[src/rtl/johnson_counter_updn_if.sv]
// Control/status bundle for the up/down Johnson counter: step/load controls in, ring state and decodes out.
interface johnson_counter_updn_if #(
  parameter int WIDTH = 4
);
  localparam int IW = $clog2(2 * WIDTH);

  logic             en;
  logic             up;
  logic             load;
  logic [WIDTH-1:0] d;
  logic [WIDTH-1:0] q;
  logic [WIDTH-1:0] qb;
  logic [IW-1:0]    idx;
  logic             tc;
  logic             err;

  modport master (
    output en, up, load, d,
    input  q, qb, idx, tc, err
  );

  modport slave (
    input  en, up, load, d,
    output q, qb, idx, tc, err
  );
endinterface

[src/rtl/johnson_counter_updn.sv]
// Twisted-ring counter (2*WIDTH states) with up/down stepping, parallel load and illegal-pattern recovery.
// One-cycle control-to-q latency; idx/tc/err/qb decode combinationally from q; no backpressure.
module johnson_counter_updn #(
  parameter int WIDTH = 4
) (
  input logic                  clk,
  input logic                  clr,
  johnson_counter_updn_if.slave bus
);
  localparam int IW = $clog2(2 * WIDTH);
  localparam logic [WIDTH-1:0] ONES = '1;

  logic [WIDTH-1:0] r_q;
  logic [WIDTH-1:0] w_pat;
  logic             w_legal;
  logic [IW-1:0]    w_idx;
  logic             w_tc;
  logic [WIDTH-1:0] w_step;

  // States 0..WIDTH fill from the MSB down; the rest drain to a low run of ones.
  always_comb begin
    w_pat   = '0;
    w_legal = 1'b0;
    w_idx   = '0;
    for (int k = 0; k < 2 * WIDTH; k++) begin
      w_pat = (k <= WIDTH) ? ~(ONES >> k) : (ONES >> (k - WIDTH));
      if (r_q == w_pat) begin
        w_legal = 1'b1;
        w_idx   = IW'(k);
      end
    end
  end

  assign w_step = bus.up ? {~r_q[0], r_q[WIDTH-1:1]}
                         : {r_q[WIDTH-2:0], ~r_q[WIDTH-1]};

  assign w_tc = bus.en & w_legal & ~bus.load & ~clr &
                ((bus.up & (w_idx == IW'(2 * WIDTH - 1))) | (~bus.up & (w_idx == '0)));

  always_ff @(posedge clk) begin
    if (clr) begin
      r_q <= '0;
    end else if (bus.load) begin
      r_q <= bus.d;
    end else if (!w_legal) begin
      r_q <= '0;
    end else if (bus.en) begin
      r_q <= w_step;
    end
  end

  assign bus.q   = r_q;
  assign bus.qb  = ~r_q;
  assign bus.idx = w_legal ? w_idx : '0;
  assign bus.tc  = w_tc;
  assign bus.err = ~w_legal;
endmodule

[src/flat_wrapper.sv]
// flat-port wrapper written by rule: the top's interface ports become plain ports
module johnson_counter_updn_flat 
#(
  parameter int WIDTH = 4
)
  (clk, clr, bus_en, bus_up, bus_load, bus_d, bus_q, bus_qb, bus_idx, bus_tc, bus_err);
  johnson_counter_updn_if #(.WIDTH(WIDTH)) bus_i ();
  input logic clk;
  input logic clr;
  input wire logic [$bits(bus_i.en)-1:0] bus_en;
  input wire logic [$bits(bus_i.up)-1:0] bus_up;
  input wire logic [$bits(bus_i.load)-1:0] bus_load;
  input wire logic [$bits(bus_i.d)-1:0] bus_d;
  output wire logic [$bits(bus_i.q)-1:0] bus_q;
  output wire logic [$bits(bus_i.qb)-1:0] bus_qb;
  output wire logic [$bits(bus_i.idx)-1:0] bus_idx;
  output wire logic [$bits(bus_i.tc)-1:0] bus_tc;
  output wire logic [$bits(bus_i.err)-1:0] bus_err;
  assign bus_i.en = bus_en;
  assign bus_i.up = bus_up;
  assign bus_i.load = bus_load;
  assign bus_i.d = bus_d;
  assign bus_q = bus_i.q;
  assign bus_qb = bus_i.qb;
  assign bus_idx = bus_i.idx;
  assign bus_tc = bus_i.tc;
  assign bus_err = bus_i.err;
  johnson_counter_updn #(.WIDTH(WIDTH)) u_core (.clk(clk), .clr(clr), .bus(bus_i));
endmodule
[config.mk]
export PLATFORM = sky130hd
export DESIGN_NAME = johnson_counter_updn_flat
export DESIGN_NICKNAME = d
export VERILOG_FILES = /design/src/rtl/johnson_counter_updn_if.sv /design/src/rtl/johnson_counter_updn.sv /design/src/flat_wrapper.sv
export SDC_FILE = /design/constraint.sdc
export NUM_CORES = 1
export LEC_CHECK = 0
export CAP_MARGIN = 15
export CORE_UTILIZATION = 25
export DETAILED_ROUTE_END_ITERATION = 8
export DONT_BUFFER_PORTS = 1
export PLACE_DENSITY = 0.38
export REMOVE_ABC_BUFFERS = 1
export SETUP_SLACK_MARGIN = 0.2
export SLEW_MARGIN = 25
export SYNTH_ARGS = -nofsm -noshare
export SYNTH_HDL_FRONTEND = slang
export SYNTH_SLANG_ARGS = --single-unit
[constraint.sdc]
create_clock -name clk -period 2.7 [get_ports clk]
set_clock_uncertainty 0.05 [all_clocks]
set_input_delay 0.675 -clock clk [delete_from_list [all_inputs] [get_ports clk]]
set_output_delay 0.675 -clock clk [all_outputs]
set_load 0.01 [all_outputs]
# --- Word level (Yosys, flattened, before mapping) ---
# Index checks and enable logic that the tools add are counted.
totals:
  regBits: 4
  in_bits: 9
  output_inout_bits: 13
  word_cells: 46
classes:
  eq_ne: 9
  mux: 20
  bitwise: 14
  n_reduce_logical: 2
op_table:
  columns: ["cell", "n"]
  rows:
  - ["== test 4 bit, second input constant", 4]
  - ["two-way mux 4 bit", 4]
  - ["two-way mux 3 bit", 5]
  - ["two-way mux 1 bit", 9]
  - ["bitwise AND 1 bit", 6]
  - ["NOT 1 bit", 6]
  - ["== test 4 x 1 -> 1 bit, second input constant", 1]
  - ["== test 4 x 2 -> 1 bit, second input constant", 1]
  - ["== test 4 x 3 -> 1 bit, second input constant", 1]
  - ["zero test 4 bit", 1]
  - ["two-way mux 2 bit", 2]
  - ["NOT 4 bit", 1]
  - ["== test 3 bit, second input constant", 1]
  - ["zero test 3 bit", 1]
  - ["!= test 3 bit, second input constant", 1]
  - ["bitwise OR 1 bit", 1]

# --- Logic depth before layout (Yosys ltp) ---
# Gate-level depths: netlist of the first run.
depth:
  depth_word: 13
  ltp_mapped: 6
  mapped_depth_nobuf: 5

# --- Least setup slack after synthesis of the first run ---
# No wires, ideal clock.
synth_path:
  kind: "input port to output port"
  startpoint: "in bus_up"
  endpoint: "out bus_tc"
  t_arrival_ns: 1.460
  required_ns: 1.975
  slack_ns: 0.515
  path_stages: 3
  path_buffers: 1
  path_cell_list: "buf_2 > a221o_1 > a2111oi_4"
synth_between:
  elab_chain_len: 4
  elab_cells_between_ends: 5
  classes_between: "bitwise: 5"
synth_rtl:
  columns: ["item", "line", "source"]
  rows:
  - ["from (decl)", "flat_wrapper.sv:11", "input wire logic [$bits(bus_i.up)-1:0] bus_up;"]
  - ["NOT 1 bit", "johnson_counter_updn.sv:38", "((bus.up & (w_idx == IW'(2 * WIDTH - 1))) | (~bus.up & (w_idx == '0)));"]
  - ["bitwise AND 1 bit", "johnson_counter_updn.sv:38", null]
  - ["bitwise OR 1 bit (*)", "johnson_counter_updn.sv:38", null]
  - ["bitwise AND 1 bit (*)", "johnson_counter_updn.sv:37", "assign w_tc = bus.en & w_legal & ~bus.load & ~clr &"]
  - ["to (decl)", "flat_wrapper.sv:17", "output wire logic [$bits(bus_i.tc)-1:0] bus_tc;"]
# Every way passes the cells marked *; elsewhere a longest branch is shown, timed or not.

# --- Final worst setup path of the first run ---
layout_path:
  startpoint: "reg u_core.r_q[1], in the netlist u_core.bus.q[1]"
  endpoint: "out bus_tc"
layout_between:
  elab_chain_len: 13
  elab_cells_between_ends: 32
  classes_between: "eq/ne: 8; mux: 15; bitwise: 7; reduce/logical: 2"
layout_rtl:
  columns: ["item", "line", "source"]
  rows:
  - ["from (decl)", "johnson_counter_updn.sv:13", "logic [WIDTH-1:0] r_q;"]
  - ["from (signal assigned)", "johnson_counter_updn.sv:44", "r_q <= bus.d;"]
  - ["from (signal assigned)", "johnson_counter_updn.sv:48", "r_q <= w_step;"]
  - ["zero test 4 bit", "johnson_counter_updn.sv:27", "if (r_q == w_pat) begin"]
  - ["two-way mux 1 bit (8 in a row)", "johnson_counter_updn.sv:27", null]
  - ["bitwise AND 1 bit (3 in a row)", "johnson_counter_updn.sv:37", null]
  - ["bitwise AND 1 bit (*)", "johnson_counter_updn.sv:37", null]
# Marks and branches as above.

==> results of run 1 <==
## worst min path at each step
| stage | from | to | slack (ns) | cells after the start |
|---|---|---|---|---|
| after floorplan | u_core.bus.q[2] | u_core.bus.q[2] | 0.65 | 2 |
| after global placement | clr | u_core.bus.q[0] | 0.71 | 1 |
| after detailed placement | u_core.bus.q[3] | u_core.bus.q[3] | 0.70 | 2 |
| after global routing | clr | u_core.bus.q[0] | 0.46 | 1 |
| final | clr | u_core.bus.q[3] | 0.46 | 1 |
| after CTS | clr | u_core.bus.q[1] | 0.46 | 1 |
## through the flow
| step | hold WS [ns] | instances | worst slack (ns) |
|---|---|---|---|
| 2_1_floorplan | 0.651 | 52 | 0.548 |
| 3_3_place_gp | 0.711 | 70 | 0.400 |
| 3_5_place_dp | 0.697 | 70 | 0.386 |
| 4_1_cts | 0.461 | 73 | 0.200 |
| 5_1_grt | 0.460 | 74 | 0.217 |
| 6_report | 0.464 | 74 | 0.322 |
## per-layer routing
layer	vias to the layer above	share of wire, %	track usage [%]
li1	217	-	-
met1	187	39	13.1
met2	20	48	19.7
met3	0	12	5.53
met4	0	0	5.63
met5	-	0	0
## layout make-up
cell class                      instances  area (um^2)
Clock buffer                            3         22.5
Fill cell                             173         1060
Inverter                                5         18.8
Multi-Input combinational cell         43          293
Sequential cell                         4         85.1
Tap cell                               16         20.0
Timing Repair Buffer                    3         22.5
## power breakdown
group	internal [mW]	leakage [nW]	switching, mW
Combinational	0.0360	0.116	0.0465
Sequential	0.0665	0.0344	0.0144
Clock	0.0495	0.0138	0.0212
## cell families after synthesis
| logic type | count (synthesis) |
|---|---|
| AOI/OAI and AO/OA | 16 |
| xor gates and xnor gates | 1 |
| buffers and inverters | 10 |
| DFF | 4 |
| muxes | 2 |
| and+or+nand+nor | 24 |
## what timing repair did
action	in CTS	in global routing
endpoints found under the setup margin	1	1
setup buffers	0	1
resized for setup	2	2
pin swaps	0	1
## cells in the final DEF (no fill, tap or decap)
master     instances
xnor2_1            1
o211ai_2           1
inv_2              2
mux2i_1            2
a21oi_1            4
o22ai_1            1
nand2_1           10
nand4b_1           3
clkbuf_4           3
nor2_1             1
and2_4             1
or2_2              1
a221oi_1           4
dfxtp_2            4
nand2b_1           2
o21ai_0            1
buf_4              3
nand3_1            2
a221o_1            1
nor3_1             4
a2111oi_4          1
o211ai_1           3
inv_1              3
==> run metrics, run 1 <==
Synth area leader=dfxtp_1; cells along the critical path=inv_1 > o211ai_2 > and2_4 > inv_2 > a2111oi_4; routed len/inst=about 15 um; syn_area_per_cell=between 7 and 8 um^2; post-route setup TNS=0 ns; vias per cell=5.73; synth cell count leaders=nand2_1, a21oi_1, a221oi_1, dfxtp_1, nor3_1; worst-case reg-to-reg path depth=5; PwrDens=~500 nW/um^2; Post-Syn Area=417 um^2; Critical Path Stages=5; Largest register FFs=4; fraction of layout instances using a drive strength above 1=between 20% and 30%; Mapped Cells=57; maxcap violations=0; slew margin rel.=between 70% and 80%; status=finished, final reports clean; asr flop ratio synth=0%; post-synthesis compound-gate area fraction=between 30 and 40%; post-synth cell types=25; first-pass GRT wire length=1.73 mm; Rows=14; largest family of logic cells by synthesized area=compound AO/OA/AOI/OAI gates; Power, Total=~0.23 mW; Die W=roughly 43 um; vias in the first global route=just over 400; IO Pins=22; XOR/XNOR share of the synthesized area=under 10%; die area=1830 um^2; r2r startpoint=u_core.bus.q[1]; R2R Setup Slk=1.24 ns; Critical Path Start=u_core.bus.q[1]; Clock Tree Root=clkbuf_4; TritonCTS buffer count=3; port bufs=0; peak supply drop=~0.14 mV; data required time of the worst path=roughly 2.0 ns; DR pass1 iterations=4; post-route cell area=roughly 460 um^2; crit end category=primary output; cell leakage power=around 0.16 nW; Clock Latency Late Sink=0.23 ns; family with the most delay on the worst path=compound AO/OA/AOI/OAI gates; post-synthesis simple-gate area fraction=roughly 30%; CTS clk-pin slew, worst paths=around 0.04 ns; largest net degree at the start of global routing=14; total core area=approximately 1500 um^2; initial antenna violation count=0; post-synthesis mux area share=just under 5%; Layout area overhead=10.8%; CTS HTree Levels=1; Worst Hold Class=in -> reg; Vias=roughly 420; initial core utilization=27.3%; RSZ-0062 raised after global routing=no; Post-synth top flop=dfxtp_1; critical path class=reg -> out; final WL=1.07 mm; Slew @ Worst Pin=~0.35 ns; clock buffer depth=2; Total Nets Final=69; crit-path max FO=9; Synth area leaders=dfxtp_1, nand2_1, a221oi_1; DRC violations left=0; HPWL after DPL=~860 um; Max Freq=between 400 and 500 MHz; Critical Path End=bus_tc; Num Clock Sinks=4; Synth Register Bits=4; EDFF count, synth=0; CP Buf/Inv Count=2; period utilisation layout=about 88%; drt first-iter violations=16; placed cell area=roughly 430 um^2; antenna viol nets, final=0; Yosys Warn Count=0; CP Launch Type=register; number of inserted diodes=0; worst path arrival time=1.65 ns; Max Slew Vio Count=0; slowest stage cell on the critical path=dfxtp_2; Seq/Total Area, Yosys=19.2%; post-synthesis adder-cell area fraction=0%; reg2reg end=u_core.bus.q[3]; Die Height=42.8 um; CTS tree=built; area share of the largest cell type after synthesis=19.2%; critical path's largest stage delay=approximately 0.42 ns; final hold violations=0; Post-CTS Hold Buffers=0; GP Congestion=about 0.76; GR Util All Layers=12.1%; Util after Layout=a little under a third; top-count cell post-synth=nand2_1; total grt overflow=0; Final setup viols=0; fin crit period=2.38 ns
No activity file was read; power rests on OpenSTA's default activity.
==> run 2, diff against run 1 <==
--- a/config.mk
+++ b/config.mk
@@ -6,10 +6,12 @@
 export NUM_CORES = 1
 export LEC_CHECK = 0
 export CAP_MARGIN = 15
+export CELL_PAD_IN_SITES_DETAIL_PLACEMENT = 1
+export CELL_PAD_IN_SITES_GLOBAL_PLACEMENT = 2
 export CORE_UTILIZATION = 25
 export DETAILED_ROUTE_END_ITERATION = 8
 export DONT_BUFFER_PORTS = 1
-export PLACE_DENSITY = 0.38
+export PLACE_DENSITY = 0.64
 export REMOVE_ABC_BUFFERS = 1
 export SETUP_SLACK_MARGIN = 0.2
 export SLEW_MARGIN = 25
==> run 2 against run 1 <==
Final cell count is 1.4% lower. Highest routed layer is now met4. Hold slack worse by 0.011 ns. Die area stayed put.
==> run metrics, run 2 (synthesis gave the netlist of run 1 again) <==
Max Slew Vio Count=0 (unchanged); gr busiest metal=met2; Slew @ Worst Pin=0.395 ns (+0.0410 ns); Rows=14 (unchanged); antenna viol nets, final=0 (unchanged); CTS HTree Levels=1 (unchanged); cell leakage power=0.159 nW (-3.2%); first-pass GRT wire length=2.01 mm (+16%); die area=1830 um^2 (unchanged); Final Non-Filler Cells=73 (-1.4%); vias in the first global route=451 (+8.9%); critical path class=reg -> out; TritonCTS buffer count=3 (unchanged); met2 usage=24.5% (+4.8 points); crit-path max FO=8 (-1); fraction of layout instances using a drive strength above 1=24.6% (-3.0 points); GP Congestion=0.786 (+3.7%); Die Height=42.8 um (unchanged); Layout area overhead=9.31%; most frequent cells in the layout=nand2_1, a21oi_1, nor3_1, a221oi_1; CTS tree=built; Die W=42.8 um (unchanged); Total Nets Final=68 (-1.4%); Reg area=86.3 um^2 (+1.5%); Largest register FFs=4 (unchanged); total grt overflow=0 (unchanged); most common cell after layout, fill and taps aside=nand2_1; port bufs=0 (unchanged); status=finished, final reports clean; peak supply drop=0.210 mV (+46%); CP Launch Type=register; Num Clock Sinks=4 (unchanged); GR Util All Layers=14.5% (+2.5 points); largest net degree at the start of global routing=14 (unchanged); Final setup viols=0 (unchanged); FILL cells=187 (+8.1%); IO Pins=22 (unchanged); PwrDens=527 nW/um^2 (+3.8%); data required time of the worst path=1.98 ns (about the same); maxcap violations=0 (unchanged); clock buffer depth=2 (unchanged); Clock Latency Late Sink=0.24 ns (about the same); initial core utilization=27.3% (unchanged); slew margin rel.=73.5% (-2.7 points); Clock Tree Root=clkbuf_4; DRC violations left=0 (unchanged); worst path arrival time=1.68 ns (+0.03 ns); Vias=438 (+3.3%); grt met3 use=3.40% (-2.1 points); post-route setup TNS=0 ns (unchanged); total core area=1520 um^2 (unchanged); crit end category=primary output; routed len/inst=17.0 um (+17%); RSZ-0062 raised after global routing=no; period utilisation layout=89.1% (+1.0 points); placed cell count=69 (-1.4%); drt first-iter violations=3 (-13); vias per cell=6.00 (+4.7%); CTS clk-pin slew, worst paths=0.04 ns (about the same); Max Freq=416 MHz (-1.1%); initial antenna violation count=0 (unchanged); Worst Hold Class=in -> reg; footprint of the multi-input gates=293 um^2 (unchanged); final hold violations=0 (unchanged); HPWL after DPL=961 um (+12%); WHS=0.453 ns (-0.0114 ns); fin crit period=2.41 ns (+0.0275 ns); met1 Track Usage GR=16.7% (+3.6 points); DR pass1 iterations=3 (-1); final WL=1.24 mm (+16%); number of inserted diodes=0 (unchanged)
## run 2: final timing paths
kind / from / to / slack [ns] / cells after the start
max: u_core.bus.q[2] / bus_tc / 0.29 / 5
min: clr / u_core.bus.q[0] / 0.45 / 1
max reg2reg: u_core.bus.q[2] / u_core.bus.q[0] / 1.25 / 5
min reg2reg: u_core.bus.q[2] / u_core.bus.q[2] / 0.65 / 2
## run 2: per-stage QoR
| step | power, mW | setup slack (ns) | instance area (um^2) | utilization (%) |
|---|---|---|---|---|
| after floorplan | 0.143 | 0.548 | 392 | - |
| after global placement | 0.161 | 0.371 | 419 | 27.5 |
| after detailed placement | 0.161 | 0.358 | 419 | 27.5 |
| after CTS | 0.240 | 0.266 | 445 | 29.2 |
| after global routing | 0.256 | 0.203 | 455 | 29.9 |
| final | 0.240 | 0.295 | 455 | 29.9 |
## run 2: report_power, final
group / internal (mW) / switching [mW]
logic: 0.0343 / 0.0491
registers: 0.0658 / 0.0128
clock network: 0.0500 / 0.0278
total: 0.150 / 0.0897
## run 2: final cells by class
| type | count | area share (%) |
|---|---|---|
| flip-flops and latches | 4 | 19.0 |
| clock buffers | 3 | 4.95 |
| inverters | 5 | 4.12 |
| repair buffers | 2 | 3.30 |
| multi-input cells | 43 | 64.3 |
| well taps | 16 | 4.40 |
## run 2: per-layer routing
metal | up-vias | share of wire (%)
met1 | 207 | 43
met4 | 0 | 1.5
met2 | 19 | 47
met3 | 2 | 8.3
met5 | - | 0
li1 | 210 | -
## run 2: timing repair
| action | CTS | global route |
|---|---|---|
| pin swaps | 0 | 1 |
| setup buffers | 0 | 1 |
| setup endpoints to repair | 1 | 1 |
| gates resized for setup | 3 | 1 |
| hold buffers | 0 | 0 |
## run 2: critical path, stage by stage (launching register included)
cell and delay, ns:
dfxtp_2 0.42, nand2_1 0.15, o211ai_1 0.23, and2_4 0.25, inv_2 0.07, a2111oi_4 0.33
==> patch: new RTL, flow settings as in run 2 <==
`WIDTH` is set to 4 in 3 places; all go to 8.
--- a/src/rtl/johnson_counter_updn_if.sv
+++ b/src/rtl/johnson_counter_updn_if.sv
@@ -2,3 +2,3 @@
 interface johnson_counter_updn_if #(
-  parameter int WIDTH = 4
+  parameter int WIDTH = 8
 );
--- a/src/rtl/johnson_counter_updn.sv
+++ b/src/rtl/johnson_counter_updn.sv
@@ -3,3 +3,3 @@
 module johnson_counter_updn #(
-  parameter int WIDTH = 4
+  parameter int WIDTH = 8
 ) (
--- a/src/flat_wrapper.sv
+++ b/src/flat_wrapper.sv
@@ -3,3 +3,3 @@
 #(
-  parameter int WIDTH = 4
+  parameter int WIDTH = 8
 )
Ports: changed (resized bus_d, bus_idx, bus_q and bus_qb); port bits go from 22 to 35. No check against the original RTL was run, so the function may have changed too.
==> patch against run 2 <==
Worst setup slack worse by 0.21 ns; non-clock buffer count grew 36; routed wire length grew to 3.2 times the old value; worst hold slack lost 0.0032 ns; power rose to 2.7 times the old value; die area rose to 2.5 times the old value; sequential share of layout area shrank 6.3 points; cell count rose to 2.9 times the old value; fmax is 8.1% lower; sequential cell count is 4 higher; synthesized area grew to 2.6 times the old value; via count increased to 2.6 times the old value; design area increased to 3.3 times the old value; critical path type unchanged; largest power group unchanged.
==> patch: results (changes against run 2) <==
----------------------------------------------------
[Status]
  Outcome ... finished, final reports clean (unchanged)

[Pwr]
  Static leakage power ... 0.590 nW (was 0.159 nW)
  Worst IR Drop VDD ... 0.240 mV (was 0.210 mV)

[Worst setup path]
  Reg2reg start ... u_core.bus.q[6] (was u_core.bus.q[2])
  Highest cell delay on the worst timing path ... 0.37 ns (was 0.42 ns)
  Launching instance or port of the critical path ... u_core.bus.q[0] (was u_core.bus.q[2])
  FF-to-FF path depth ... 8 (was 5)
  Critical-path top delay cell ... sky130_fd_sc_hd__dfxtp_4 (was sky130_fd_sc_hd__dfxtp_2)
  Critical path data arrival time ... 1.89 ns (was 1.68 ns)

[GRT]
  Pin count of the biggest net entering global routing ... 19 (was 14)
  GR Layer Usage met2 ... 30.4% (was 24.5%)
  Number of global-route vias before repair ... 1,140 (was 451)
  Global-route wire length before repair ... 5960 microns (was 2010 microns)
  Total routing resource utilization after global routing ... 17.5% (was 14.5%)

[Cells and area]
  Fraction of final layout cells with drive strength greater than 1 ... 51.9% (was 24.6%)
  Total number of nets in the final design ... 175 (was 68)
  Flip-flop count of the largest register, all copies and words added ... 8 (was 4)

[Drt]
  Initial drt markers ... 83 (was 3)
  Vias per inst ... 5.44 (was 6.00)
  Detailed Routing Iterations Pass 1 ... 4 (was 3)
  Final Routed Wirelength ... 4020 microns (was 1240 microns)

[Placement]
  Routability congestion estimate ... 0.797 (was 0.786)
  Cell count after placement ... 190 (was 69)
  Hpwl dp ... 2670 microns (was 961 microns)
  Placement Setup Slack ... 0.0364 ns (was 0.358 ns)

[Yosys]
  Synthesized netlist cell count ... 134 (was 57)
  Commonest cells in the netlist ... sky130_fd_sc_hd__nand2_1 (14), sky130_fd_sc_hd__o21ai_0 (11), sky130_fd_sc_hd__nor2_1 (10), sky130_fd_sc_hd__a21oi_1 (9), sky130_fd_sc_hd__inv_1 (9) (was sky130_fd_sc_hd__nand2_1 (10), sky130_fd_sc_hd__a21oi_1 (4), sky130_fd_sc_hd__a221oi_1 (4), sky130_fd_sc_hd__dfxtp_1 (4), sky130_fd_sc_hd__nor3_1 (4))
  Biggest area contributors in the synthesized netlist ... sky130_fd_sc_hd__dfxtp_1 (15%), sky130_fd_sc_hd__a221oi_2 (11%), sky130_fd_sc_hd__mux2i_1 (6.4%), sky130_fd_sc_hd__buf_6 (5.2%), sky130_fd_sc_hd__o21ai_0 (5.1%) (was sky130_fd_sc_hd__dfxtp_1 (19%), sky130_fd_sc_hd__nand2_1 (9.0%), sky130_fd_sc_hd__a221oi_1 (8.4%), sky130_fd_sc_hd__a2111oi_4 (6.6%), sky130_fd_sc_hd__nand4b_1 (6.3%))

----------------------------------------------------
-- patch: final cells by class --
cell class	instances	area [sq um]
multi-input cells	101	872
well taps	50	62.6
flip-flops and latches	8	190
fillers	491	2580
repair buffers	38	297
clock buffers	3	41.3
inverters	10	42.5
-- patch: layer usage --
metal / share of wire [%] / vias to the layer above
li1: - / 547
met1: 45 / 552
met2: 48 / 35
met3: 5.2 / 8
met4: 1.8 / 0
met5: 0 / -
-- patch: logic make-up (layout without fill, tap and decap cells) --
family	after synthesis	after routing	synth area share (%)
xor gates and xnor gates	2	2	1.61
muxes	7	7	6.44
buffers and inverters	25	51	15.3
AOI/OAI and AO/OA	44	44	35.7
DFF	8	8	14.7
and+or+nand+nor	48	48	26.2
-- patch: worst paths after layout --
path                     end  slack, ns
max                   bus_tc       0.08
max reg2reg  u_core.bus.q[0]       0.66
min          u_core.bus.q[5]       0.45
min reg2reg  u_core.bus.q[5]       0.58
-- patch: power by group --
| group | switching (mW) | leakage, nW | total, mW | internal (mW) |
|---|---|---|---|---|
| clock | 0.0470 | 0.0216 | 0.144 | 0.0966 |
| combinational | 0.178 | 0.497 | 0.341 | 0.163 |
| sequential | 0.0351 | 0.0713 | 0.166 | 0.131 |
-- patch: through the flow --
stage | util [%] | TNS [ns] | hold slack (ns) | area [sq um]
final | 36.8 | 0 | 0.450 | 1510
after global routing | 36.8 | 0 | 0.442 | 1510
after CTS | 33.6 | 0 | 0.442 | 1370
after global placement | 29.0 | 0 | 0.675 | 1180
after floorplan | - | -0.101 | 0.635 | 963
after detailed placement | 29.0 | 0 | 0.683 | 1180
-- patch: timing repair --
action                     4_1_cts  5_1_grt
setup endpoints to repair        2        2
resized for setup               31        9
buffers inserted                 4       13
cloned                           0        0
pin swaps                        9        8
